[config.mk]
export PLATFORM = sky130hd
export DESIGN_NAME = region_highlighter
export DESIGN_NICKNAME = d
export VERILOG_FILES = /design/src/rtl/region_pkg.sv /design/src/rtl/region_fsm.sv /design/src/rtl/region_highlighter.sv
export SDC_FILE = /design/constraint.sdc
export NUM_CORES = 1
export LEC_CHECK = 0
export BUFFER_PORTS_ARGS = -buffer_cell sky130_fd_sc_hd__buf_4
export CORE_MARGIN = 2
export CORE_UTILIZATION = 35
export CTS_CLUSTER_DIAMETER = 40
export DETAILED_ROUTE_END_ITERATION = 8
export GPL_TIMING_DRIVEN = 0
export PLACE_DENSITY_LB_ADDON = 0.1
export SYNTH_ARGS = -nofsm -noshare
export SYNTH_HDL_FRONTEND = slang
export SYNTH_HIERARCHICAL = 1
export SYNTH_SLANG_ARGS = --single-unit
export TNS_END_PERCENT = 5
[constraint.sdc]
create_clock -name clk -period 4.5 [get_ports clk]
set_input_delay 1.35 -clock clk [delete_from_list [all_inputs] [get_ports clk]]
set_output_delay 1.35 -clock clk [all_outputs]
set_load 0.01 [all_outputs]
[src/rtl/region_pkg.sv]
// Shared types and default geometry for region_highlighter and its region FSMs.
package region_pkg;

  // Per-region lifecycle: waiting, counting flagged frames, lit, and lit-after-flag-drop.
  typedef enum logic [1:0] {
    StIdle   = 2'd0,
    StArming = 2'd1,
    StActive = 2'd2,
    StHold   = 2'd3
  } region_state_e;

  localparam int unsigned DEFAULT_H_RES = 640;
  localparam int unsigned DEFAULT_V_RES = 480;

endpackage

[src/rtl/region_fsm.sv]
// One region's debounce/hold state machine. Advances only on frame-start samples.
module region_fsm
  import region_pkg::*;
#(
  parameter int unsigned DEBOUNCE_FRAMES = 3,
  parameter int unsigned HOLD_FRAMES     = 8
) (
  input  logic          clk,
  input  logic          rst_n,
  input  logic          i_sample,
  input  logic          i_flag,
  output region_state_e o_state,
  output logic          o_lit
);

  region_state_e r_state;
  logic [3:0]    r_cnt;
  logic [7:0]    r_hold;
  logic          r_lit;

  // State, counters and the lit flag all move together on a sampled frame start.
  always_ff @(posedge clk or negedge rst_n) begin
    if (!rst_n) begin
      r_state <= StIdle;
      r_cnt   <= 4'd0;
      r_hold  <= 8'd0;
      r_lit   <= 1'b0;
    end else if (i_sample) begin
      unique case (r_state)
        StIdle: begin
          if (i_flag) begin
            if (DEBOUNCE_FRAMES == 1) begin
              r_state <= StActive;
              r_lit   <= 1'b1;
            end else begin
              r_state <= StArming;
              r_cnt   <= 4'd1;
            end
          end
        end
        StArming: begin
          if (!i_flag) begin
            r_state <= StIdle;
            r_cnt   <= 4'd0;
          end else if (r_cnt + 4'd1 == 4'(DEBOUNCE_FRAMES)) begin
            r_state <= StActive;
            r_cnt   <= 4'd0;
            r_lit   <= 1'b1;
          end else begin
            r_cnt <= r_cnt + 4'd1;
          end
        end
        StActive: begin
          if (!i_flag) begin
            if (HOLD_FRAMES == 0) begin
              r_state <= StIdle;
              r_lit   <= 1'b0;
            end else begin
              r_state <= StHold;
              r_hold  <= 8'(HOLD_FRAMES);
            end
          end
        end
        StHold: begin
          if (i_flag) begin
            r_state <= StActive;
            r_hold  <= 8'd0;
          end else if (r_hold == 8'd1) begin
            // Last hold frame consumed.
            r_state <= StIdle;
            r_hold  <= 8'd0;
            r_lit   <= 1'b0;
          end else begin
            r_hold <= r_hold - 8'd1;
          end
        end
        default: begin
          r_state <= StIdle;
          r_cnt   <= 4'd0;
          r_hold  <= 8'd0;
          r_lit   <= 1'b0;
        end
      endcase
    end
  end

  assign o_state = r_state;
  assign o_lit   = r_lit;

endmodule

[src/rtl/region_highlighter.sv]
// Splits the active picture into N_REGIONS vertical strips, debounces per-strip flags
// across frames and draws a filled or outlined rectangle over lit strips.
// Optional macro REGION_HIGHLIGHTER_BLINK_EN: regions in hold blink with frame counter bit 2.
module region_highlighter
  import region_pkg::*;
#(
  parameter int unsigned N_REGIONS       = 4,
  parameter int unsigned H_RES           = DEFAULT_H_RES,
  parameter int unsigned V_RES           = DEFAULT_V_RES,
  parameter int unsigned DEBOUNCE_FRAMES = 3,
  parameter int unsigned HOLD_FRAMES     = 8,
  parameter int unsigned BORDER_PX       = 0
) (
  input  logic                                                clk,
  input  logic                                                rst_n,
  input  logic [9:0]                                          x_pos,
  input  logic [9:0]                                          y_pos,
  input  logic                                                frame_start,
  input  logic [N_REGIONS-1:0]                                flags,
  output logic                                                highlight,
  output logic [((N_REGIONS > 1) ? $clog2(N_REGIONS) : 1)-1:0] region_idx,
  output logic [N_REGIONS-1:0]                                active_mask
);

  localparam int unsigned IDX_W = (N_REGIONS > 1) ? $clog2(N_REGIONS) : 1;
  localparam int unsigned W     = H_RES / N_REGIONS;

  logic [31:0]       w_x;
  logic [31:0]       w_y;
  logic              w_y_ok;
  logic              w_blink_on;
  region_state_e     w_state [N_REGIONS];
  logic [31:0]       w_off   [N_REGIONS];
  logic [N_REGIONS-1:0] w_hit;
  logic [N_REGIONS-1:0] w_drawn;
  logic [N_REGIONS-1:0] w_edge;
  logic              w_hl_d;
  logic [IDX_W-1:0]  w_idx_d;
  logic              r_highlight;
  logic [IDX_W-1:0]  r_region_idx;

  assign w_x    = {22'd0, x_pos};
  assign w_y    = {22'd0, y_pos};
  assign w_y_ok = (w_y < V_RES);

`ifdef REGION_HIGHLIGHTER_BLINK_EN
  logic [3:0] r_frame_cnt;

  // Free-running frame counter; bit 2 gates hold-state drawing.
  always_ff @(posedge clk or negedge rst_n) begin
    if (!rst_n) begin
      r_frame_cnt <= 4'd0;
    end else if (frame_start) begin
      r_frame_cnt <= r_frame_cnt + 4'd1;
    end
  end

  assign w_blink_on = r_frame_cnt[2];
`else
  assign w_blink_on = 1'b1;
`endif

  for (genvar k = 0; k < N_REGIONS; k++) begin : g_region
    localparam int unsigned Lo = k * W;

    region_fsm #(
      .DEBOUNCE_FRAMES (DEBOUNCE_FRAMES),
      .HOLD_FRAMES     (HOLD_FRAMES)
    ) u_fsm (
      .clk      (clk),
      .rst_n    (rst_n),
      .i_sample (frame_start),
      .i_flag   (flags[k]),
      .o_state  (w_state[k]),
      .o_lit    (active_mask[k])
    );

    // Offset wraps for x left of the strip, so a single compare covers both bounds.
    assign w_off[k]   = w_x - Lo;
    assign w_hit[k]   = (w_off[k] < W);
    assign w_drawn[k] = (w_state[k] == StActive) || ((w_state[k] == StHold) && w_blink_on);

    if (BORDER_PX == 0) begin : g_fill
      assign w_edge[k] = 1'b1;
    end else begin : g_outline
      assign w_edge[k] = (w_off[k] < BORDER_PX) || (w_off[k] >= W - BORDER_PX) ||
                         (w_y < BORDER_PX) || (w_y >= V_RES - BORDER_PX);
    end
  end

  // Pixel decode against current (pre-update) region states.
  always_comb begin
    w_hl_d  = 1'b0;
    w_idx_d = '0;
    for (int k = 0; k < N_REGIONS; k++) begin
      if (w_y_ok && w_hit[k]) begin
        w_idx_d = IDX_W'(k);
        w_hl_d  = w_drawn[k] && w_edge[k];
      end
    end
  end

  // One-cycle registered pixel outputs.
  always_ff @(posedge clk or negedge rst_n) begin
    if (!rst_n) begin
      r_highlight  <= 1'b0;
      r_region_idx <= '0;
    end else begin
      r_highlight  <= w_hl_d;
      r_region_idx <= w_idx_d;
    end
  end

  assign highlight  = r_highlight;
  assign region_idx = r_region_idx;

endmodule

* Word level (Yosys, flattened, before mapping) *
Cells that the tools add are included.
W data, S select, Z words.

operators by class
  $add $sub $neg = 11
  order comparisons = 5
  eq/ne operators = 52
  multiplexer cells = 87
  reduce and logical (&&, ||, !) cells = 40

operators by type and width
  cell                     number
  $lt A32 B8 Y1 const B    3
  $mux W8                  12
  $pmux W8 S2              4
  $mux W2                  26
  $mux W4                  12
  $eq A8 B1 Y1 const B     4
  $ne A2 B2 Y1 const B     16
  $pmux W2 S4              4
  $pmux W4 S2              4
  $sub A8 B1 Y8 const B    4
  $ne A3 B2 Y1 const B     8
  $reduce_and A3 Y1        8
  $reduce_and A6 Y1        4
  $reduce_bool A2 Y1       12
  $sub A10 B9 Y11 const B  2
  $mux W1                  21
  $reduce_and A5 Y1        4
  $add A4 B1 Y4 const B    4
  $eq A2 B2 Y1 const B     8
  $eq A4 B2 Y1 const B     4
  $ne A2 B1 Y1 const B     8
  $sub A10 B8 Y11 const B  1
  $lt A10 B8 Y1 const B    1
  $lt A10 B9 Y1 const B    1
  other kinds (5)          20

word-level totals
  bits in registers = 63
  input port bits = 27
  output and inout bits = 7
  logic and storage cells = 213

* Longest topological paths before layout *
Gate-level depths: netlist (run 1).

  depth in word-level cells = 6
  mapped depth = 7
  mapped depth without buffers = 7

* Cells and area by module *
The synthesis (run 1) kept the hierarchy.

by module, submodules not included
  module              times used  cells each  area each (µm²)  seq. area each (µm²)
  region_fsm          4           95          909.6            375.4
  region_highlighter  1           44          389.1            75.1

* Least setup slack after synthesis (run 1) *
OpenSTA, ideal clock, no wires.

  path type = input to register
  from = input x_pos[5]
  to = register r_highlight, in the netlist highlight
  library setup time = 130 ps
  arrival = 2392 ps
  required time = 4370 ps
  path slack = 1978 ps
  stages on the path = 7
  path buffers = 0
  cell sequence = inv_1 -> ha_1 -> a21oi_1 -> o2bb2ai_1 -> a22o_1 -> a211oi_2 -> o31ai_1

between the ends
  cells in the longest elaborated chain, start to end = 6
  elaborated cells on any way between the ends = 15
  classes of those cells = 3 x add/sub; 4 x order compare; 4 x mux; 4 x reduce/logical

RTL lines
  what                                                         RTL line                                            source
  from (decl)                                                  region_highlighter.sv:16                            input logic [9:0] x_pos,
  $sub A10 B8 Y11 / $lt A10 B8 Y1 (equally long branches)      region_highlighter.sv:79, region_highlighter.sv:80
  $lt A32 B8 Y1 / $logic_and A1 B1 Y1 (equally long branches)  region_highlighter.sv:80, region_highlighter.sv:96
  $logic_and A1 B1 Y1 / $mux W1 (equally long branches)        region_highlighter.sv:96                            if (w_y_ok && w_hit[k]) begin
  $mux W1 (2 in series)                                        region_highlighter.sv:96
  $mux W1 (*)                                                  region_highlighter.sv:96
  net w_hl_d                                                   region_highlighter.sv:37                            logic w_hl_d;
  to (signal assigned)                                         region_highlighter.sv:109                           r_highlight <= w_hl_d;
  to (decl)                                                    region_highlighter.sv:39                            logic r_highlight;

Mark *: on every way through the listed nets, which the timed path passes. The rest lies on a longest branch.
A chain may end at the register's enable or synchronous reset.

* Worst setup path after layout (run 1) *
Same ends and word-level chain as after synthesis.

==> results.yml, run 1 <==
synthesis:
  syn-cell-area_um2: 4030
  share_of_the_synthesized_area_in_compound_gates_ao_oa_aoi_oai_pct: 18.6
  post_synth_and_or_nand_nor_area_fraction_pct: 26.8
  ys_seq_elements: 63
  synth_top_area_cell: "sky130_fd_sc_hd__dfrtp_1"
  synth_warnings: 6
  post_synth_fa_ha_maj_area_fraction_pct: 5.59
  async_sr_flop_fraction_pct: 100
  ys_dominant_reg_cell: "sky130_fd_sc_hd__dfrtp_1"
  dominant_combinational_cell_family_by_area_after_synthesis: "simple AND/OR/NAND/NOR gates"
  synthTopCellsByArea: "sky130_fd_sc_hd__dfrtp_1 39%, sky130_fd_sc_hd__xnor2_1 5.7%, sky130_fd_sc_hd__ha_1 5.6%"
  synth.lib_cells_used.distinct: 49
  synth-edff-count: 0
  seq_area_frac_synth_pct: 39.1
  synthesis.instances: 424
  synth.avg_cell_area_um2: 9.50
  synthesis.nets: 469
  synthXorXnorAreaFrac_pct: 5.65
  synth.area.mux_share_pct: 0.994
  yosys.area.top_type_share_pct: 39.1
clock_network:
  cts_inserted_buffers: 9
  tritoncts: "yes"
  cts.root.buffer_cell: "sky130_fd_sc_hd__clkbuf_16"
  ctsHtreeMaxLevel: 3
  cts_setup_buffers: 0
  numClockSinks: 63
  cts_buffer_depth: 2
  holdBufCountCts: 0
  clk_pin_slew_worst_paths_ns: 0.05
  worst_skew_pair.late_latency_ns: 0.33
  post_cts_resized: 0
sta:
  grt_setup_unrepaired: "false"
  totalNegativeSetupSlack_ns: 0
  final_hold_vio_count: 0
  final.min_clock_period_ns: 2.46
  timing.fmax_mhz: 406
  clock_skew_ns: 0.00513
  report.final.setup_viol: 0
  final.setup.worst_slack_ns: 2.04
  final_max_slew_viol_count: 0
  min_period_over_period_pct: 54.7
  worstMarginPinSlew_ns: 0.832
  timing.hold.ws_ns: 0.515
  worst_slew_margin_rel_pct: 44.5
worst_setup_path:
  cp_cell_sequence: "buf_4 > inv_1 > ha_1 > and2b_1 > o22ai_1 > a22o_1 > a211oi_2 > o31ai_1"
  critPathMaxFanout: 8
  start_kind: "primary input"
  cp-end-kind: "flip-flop"
  ff2ff_path_depth: 4
  worst-setup-path-type: "in2reg"
  timing.critical_path.buf_inv: 2
  cp.depth: 8
  crit_family: "compound AO/OA/AOI/OAI gates"
  critical_path_arrival_ns: 2.67
  timing.critical_path.required_ns: 4.71
  slowest_delay_ns: 0.33
  timing.critical_path.slowest_stage_cell: "sky130_fd_sc_hd__ha_1"
hold_path:
  worstHoldPathCells: 2
  min-delay-path-class: "reg2reg"
finish:
  stdcell_count: 600
  nFillCells: 1141
  synthToLayoutAreaGrowth_pct: 15.3
  leading_cell_type_in_the_layout_fill_and_taps_excluded: "sky130_fd_sc_hd__dfrtp_1"
  layout-drive-gt1-share_pct: 14.2
  diodes: 0
  layout.cells.most_common_list: "63 x sky130_fd_sc_hd__dfrtp_1, 43 x sky130_fd_sc_hd__nor2_1, 34 x sky130_fd_sc_hd__nand2_1"
  final_net_count: 497
flow_run:
  max-cap-violations: 0
route:
  drt_first_pass_iters: 4
  drtIter0Drc: 142
  wl_per_cell_um: 14.3
  via_cell_ratio: 5.30
  drc_viols: 0
  detail-route-antenna-nets: 0
  postRouteWirelength_um: 8580
  vias: 3179
pwr:
  power.share.clock_pct: 24.7
  power_switching_mw: 1.12
  sum_of_internal_switching_and_leakage_power_mw: 2.94
  p_seq_share_pct: 36.6
  pwr_density_cell_nw_per_um2: 633
  worst_ir_drop_vdd_v: 0.000213
  power.switching_fraction_pct: 38.1
  leakagePower_nw: 1.89
  power_share_of_the_combinational_group_pct: 38.8
  power_report.internal_total_mw: 1.82
die:
  core_area_um2: 11300
  floorplan.initialDensity_pct: 35.6
  die_y_um: 111
  die_w_um: 111
  dieArea_um2: 12400
  std_cell_rows: 39
  io_pins: 34
place:
  place_congestion: 0.760
  place_worst_setup_slack_ns: 1.68
  port_buffers: 17
  place_inst: 584
  detailed_place_hpwl_um: 5860
grt:
  grt_remaining_overflow: 0
  track_usage_pct: 14.6
  grt_pass1_wl_um: 14700
  initial_antenna_violation_count: 1
  first_global_vias: 3078
  grt_max_degree: 64
outcome:
  status: "completed"
synthesized netlist by cell type, types with 4 or more instances:
| library cell | n |
|---|---|
| sky130_fd_sc_hd__or3_2 | 4 |
| sky130_fd_sc_hd__or3_1 | 4 |
| sky130_fd_sc_hd__nand3_1 | 14 |
| sky130_fd_sc_hd__or4b_4 | 4 |
| sky130_fd_sc_hd__dfrtp_1 | 63 |
| sky130_fd_sc_hd__a41oi_4 | 4 |
| sky130_fd_sc_hd__o221ai_1 | 4 |
| sky130_fd_sc_hd__nor3_1 | 9 |
| sky130_fd_sc_hd__xnor2_1 | 26 |
| sky130_fd_sc_hd__a211oi_1 | 4 |
| sky130_fd_sc_hd__or2_2 | 4 |
| sky130_fd_sc_hd__nand2b_1 | 9 |
| sky130_fd_sc_hd__inv_1 | 18 |
| sky130_fd_sc_hd__a21oi_1 | 13 |
| sky130_fd_sc_hd__a22o_1 | 5 |
| sky130_fd_sc_hd__a21bo_2 | 4 |
| sky130_fd_sc_hd__nor3b_1 | 8 |
| sky130_fd_sc_hd__ha_1 | 18 |
| sky130_fd_sc_hd__a31oi_1 | 4 |
| sky130_fd_sc_hd__nor4_1 | 12 |
| sky130_fd_sc_hd__nor2b_1 | 10 |
| sky130_fd_sc_hd__clkbuf_1 | 12 |
| sky130_fd_sc_hd__o31ai_1 | 13 |
| sky130_fd_sc_hd__or4_4 | 4 |
| sky130_fd_sc_hd__o22a_1 | 4 |
| sky130_fd_sc_hd__mux2i_1 | 4 |
| sky130_fd_sc_hd__o21ai_0 | 22 |
| sky130_fd_sc_hd__nand2_1 | 34 |
| sky130_fd_sc_hd__o2bb2ai_1 | 5 |
| sky130_fd_sc_hd__and3_1 | 5 |
| sky130_fd_sc_hd__a32o_1 | 4 |
| sky130_fd_sc_hd__nor2_1 | 43 |
| sky130_fd_sc_hd__nor4b_1 | 13 |
| sky130_fd_sc_hd__nand3b_1 | 5 |
worst reg2reg max path: cells and delay by family, from the launching register on:
| family | cells | cell delay (ns) |
|---|---|---|
| AO/OA/AOI/OAI | 1 | 0.31 |
| AND/OR/NAND/NOR | 3 | 1.23 |
| flip-flops | 1 | 0.41 |
power groups by stage:
stage               sequential (mW)  combinational, mW  clock (mW)
global route                   1.12               1.30       0.771
finish                         1.08               1.14       0.725
floorplan                      1.02              0.907           0
CTS                            1.07               1.15       0.750
global placement               1.07               1.13           0
detailed placement             1.08               1.14           0
area by class of cell:
class	count	area, um^2	share of cell area (%)
plain buffers	14	61.3	1.32
clock buffers	13	270	5.82
clock inverters	3	40.0	0.862
inverters	18	67.6	1.45
multi-input cells	329	2320	50.0
flip-flops and latches	63	1580	33.9
well taps	143	179	3.85
repair buffers	17	128	2.75
sequential cells by signal (all words and copies together) (netlist names), named ones only:
signal                  count
g_region.u_fsm/o_lit        4
g_region.u_fsm/o_state      4
g_region.u_fsm/r_cnt       16
g_region.u_fsm/r_hold      32
highlight                   1
region_idx                  2
metal layers:
metal  up-vias  part of all wire [%]  GRT usage, %
met5         -                     0             0
met4         0                   1.7          7.08
met3        13                   3.4          3.66
met2        35                    44          22.0
met1      1517                    51          19.5
li1       1614                     -             -
path summary, 6_finish.rpt:
kind	start	to	slack, ns
worst max-delay path	x_pos[5]	highlight	2.04
min in group asynchronous	rst_n	g_region[2].u_fsm/r_cnt[1]	1.11
max in group asynchronous	rst_n	g_region[0].u_fsm/r_hold[7]	2.84
worst min register to register	flip-flop	highlight	0.52
worst max register to register	g_region[0].u_fsm/r_hold[4]	g_region[0].u_fsm/r_hold[2]	2.42
worst min-delay path	flip-flop	highlight	0.52
metrics by stage:
step,cell area (um^2),util (%)
final,4640,41.0
after floorplan,4030,-
after global routing,4640,41.0
after CTS,4640,41.0
after detailed placement,4330,38.3
after global placement,4330,38.3
cells by family after synthesis:
| logic type | Yosys count |
|---|---|
| simple gates | 188 |
| compound gates | 93 |
| flops | 63 |
| buf+inv | 32 |
| xor+xnor | 26 |
| fa+ha+maj | 18 |
| mux | 4 |
Power figures use the tool's default switching activity.
==> run 2: changes to the inputs <==
--- a/config.mk
+++ b/config.mk
@@ -5,6 +5,7 @@
 export SDC_FILE = /design/constraint.sdc
 export NUM_CORES = 1
 export LEC_CHECK = 0
+export ABC_AREA = 1
 export BUFFER_PORTS_ARGS = -buffer_cell sky130_fd_sc_hd__buf_4
 export CORE_MARGIN = 2
 export CORE_UTILIZATION = 35
==> constraint.sdc (replaced) <==
create_clock -name clk -period 2 [get_ports clk]
set_input_delay 0.6 -clock clk [delete_from_list [all_inputs] [get_ports clk]]
set_output_delay 0.6 -clock clk [all_outputs]
set_load 0.01 [all_outputs]
==> run 2 against run 1 <==
- power up 120%
- synthesized cell count rose by 35%
- global-route usage rose by 0.14 points
- utilization grew 0.44 points
- cell count is 25% higher
- non-clock buffer count shrank 8
- clock skew up 0.0021 ns
- via count rose by 8.3%
- clock-buffer cell count decreased by 3
- sequential power is 110% higher
==> results.yml, run 2 <==
clock_network:
  cts_inserted_buffers: 9
  tritoncts: "yes"
  cts_setup_buffers: 0
  clk_pin_slew_worst_paths_ns: 0.05
  cts.root.buffer_cell: "sky130_fd_sc_hd__clkbuf_16"
  holdBufCountCts: 0
  ctsHtreeMaxLevel: 3
  post_cts_resized: 0
  worst_skew_pair.late_latency_ns: 0.34
  cts_buffer_depth: 2
  numClockSinks: 63
place:
  port_buffers: 23
  detailed_place_hpwl_um: 6140
  place_congestion: 0.813
  place_inst: 737
synthesis:
  synth_warnings: 6
  yosysMostFrequentCell: "sky130_fd_sc_hd__nand2_1"
  async_sr_flop_fraction_pct: 100
  synth.avg_cell_area_um2: 7.22
  synthesis.instances: 571
  synth-edff-count: 0
  synthesis.nets: 616
  netlist_top_cells_count: "152 x sky130_fd_sc_hd__nand2_1, 88 x sky130_fd_sc_hd__inv_1, 68 x sky130_fd_sc_hd__nor2_1, 63 x sky130_fd_sc_hd__dfrtp_1, 52 x sky130_fd_sc_hd__nand3_1"
  synth.lib_cells_used.distinct: 26
  ys_dominant_reg_cell: "sky130_fd_sc_hd__dfrtp_1"
  synth_top_area_cell: "sky130_fd_sc_hd__dfrtp_1"
  syn-cell-area_um2: 4120
  ys_seq_elements: 63
  yosys.area.top_type_share_pct: 38.2
  synthTopCellsByArea: "sky130_fd_sc_hd__dfrtp_1 38%, sky130_fd_sc_hd__nand2_1 14%, sky130_fd_sc_hd__inv_1 8.0%"
  seq_area_frac_synth_pct: 38.2
finish:
  largestRegisters: "g_region.u_fsm/r_hold x32, g_region.u_fsm/r_cnt x16"
  synthToLayoutAreaGrowth_pct: 15.3
  leading_cell_type_in_the_layout_fill_and_taps_excluded: "sky130_fd_sc_hd__nand2_1"
  largest_reg_flops: 32
  nFillCells: 1169
  diodes: 0
  stdcell_count: 752
  layout.cells.most_common_list: "152 x sky130_fd_sc_hd__nand2_1, 88 x sky130_fd_sc_hd__inv_1, 68 x sky130_fd_sc_hd__nor2_1"
  largest_register: "g_region.u_fsm/r_hold"
  final_net_count: 650
  layout-drive-gt1-share_pct: 15.6
pwr:
  pwr_density_cell_nw_per_um2: 1360
  worst_ir_drop_vdd_v: 0.000743
  leakagePower_nw: 2.49
sta:
  timing.fmax_mhz: 666
  worstMarginPinSlew_ns: 0.823
  clock_skew_ns: 0.00722
  final_max_slew_viol_count: 0
  final.min_clock_period_ns: 1.50
  worst_slew_margin_rel_pct: 45.1
  min_period_over_period_pct: 75.0
  final_hold_vio_count: 0
  grt_setup_unrepaired: "false"
  report.final.setup_viol: 0
  totalNegativeSetupSlack_ns: 0
route:
  drtIter0Drc: 137
  vias: 3443
  drc_viols: 0
  postRouteWirelength_um: 8270
  drt_first_pass_iters: 4
  via_cell_ratio: 4.58
  detail-route-antenna-nets: 0
  wl_per_cell_um: 11.0
die:
  std_cell_rows: 39
  io_pins: 34
  die_y_um: 113
  die_w_um: 113
  floorplan.initialDensity_pct: 36.0
  core_area_um2: 11500
  dieArea_um2: 12700
grt:
  grt_pass1_wl_um: 15100
  initial_antenna_violation_count: 0
  first_global_vias: 3470
  track_usage_pct: 14.7
  grt_remaining_overflow: 0
  grt_max_degree: 64
worst_setup_path:
  critical_path_arrival_ns: 1.71
  worst-setup-path-type: "in2reg"
  start_kind: "primary input"
  critPathMaxFanout: 6
  cp-end-kind: "flip-flop"
  timing.critical_path.required_ns: 2.21
flow_run:
  max-cap-violations: 0
outcome:
  status: "completed"
hold_path:
  min-delay-path-class: "in2async"
==> run 2: cell types whose count changed in the layout (fill, tap and decap cells not counted), moves of 20 or more <==
| cell | delta |
|---|---|
| sky130_fd_sc_hd__nand2_1 | +118 |
| sky130_fd_sc_hd__inv_1 | +70 |
| sky130_fd_sc_hd__nand3_1 | +38 |
| sky130_fd_sc_hd__xnor2_1 | -26 |
| sky130_fd_sc_hd__nor2_1 | +25 |
| sky130_fd_sc_hd__xor2_1 | +20 |
==> run 2: worst paths after layout <==
path,start,end,slack (ns),cells past startpoint
hold / removal,rst_n,g_region[1].u_fsm/r_cnt[1],0.35,1
setup reg to reg,g_region[1].u_fsm/r_cnt[1],flip-flop,0.55,10
max in group asynchronous,rst_n,g_region[2].u_fsm/r_hold[6],1.09,1
setup / recovery,x_pos[5],highlight,0.50,11
min in group clk,g_region[0].u_fsm/o_lit,g_region[0].u_fsm/o_lit,0.47,2
hold reg to reg,g_region[0].u_fsm/o_lit,g_region[0].u_fsm/o_lit,0.47,2
==> run 2: power by group <==
group          internal, mW  switching (mW)  total, mW
clock network         0.947           0.547       1.49
registers              1.78           0.436       2.22
logic                  1.03            1.73       2.76
total                  3.76            2.71       6.47
==> run 2: cell families (layout without fill, tap and decap cells) <==
family,Yosys count,in the layout,share of synthesized area (%)
DFF,63,63,38.2
AOI/OAI and AO/OA,43,43,6.61
xor gates and xnor gates,20,20,4.25
buffers and inverters,112,150,10.4
adders and majority gates,18,18,5.46
and+or+nand+nor,315,315,35.0
==> run 2: metal layers <==
metal	global-route usage (%)	vias to the layer above	part of all wire, %
met1	17.9	1573	48
met5	0	-	0
met4	4.80	0	1.4
li1	-	1831	-
met2	24.7	29	47
met3	4.81	10	3.4
==> run 2: layout make-up <==
type	count	area (um^2)	share of cell area, %
Inverter	112	430	9.05
Clock inverter	5	50.0	1.05
Clock buffer	10	229	4.82
Multi-Input combinational cell	396	2120	44.5
Tap cell	143	179	3.76
Timing Repair Buffer	23	173	3.63
Sequential cell	63	1580	33.2
==> run 2: stage by stage <==
stage | instance area [um^2] | hold WS [ns] | setup WS [ns] | util [%] | power (mW)
2_1_floorplan | 4120 | 0.304 | 0.450 | - | 4.35
3_3_place_gp | 4480 | 0.466 | 0.162 | 39.0 | 4.96
3_5_place_dp | 4480 | 0.465 | 0.143 | 39.0 | 5.03
4_1_cts | 4750 | 0.410 | 0.494 | 41.5 | 6.59
5_1_grt | 4750 | 0.453 | 0.348 | 41.5 | 7.17
6_report | 4750 | 0.353 | 0.500 | 41.5 | 6.47
==> run 2: critical path, cell delays in order <==
cell                      delay [ns]
sky130_fd_sc_hd__buf_4          0.11
sky130_fd_sc_hd__inv_1          0.07
sky130_fd_sc_hd__ha_1           0.31
sky130_fd_sc_hd__inv_1          0.06
sky130_fd_sc_hd__nand2_1        0.05
sky130_fd_sc_hd__nand3_1        0.10
sky130_fd_sc_hd__nand3_2        0.10
sky130_fd_sc_hd__nor2_4         0.14
sky130_fd_sc_hd__nor2_2         0.05
sky130_fd_sc_hd__nand2_1        0.06
sky130_fd_sc_hd__nand2_1        0.07
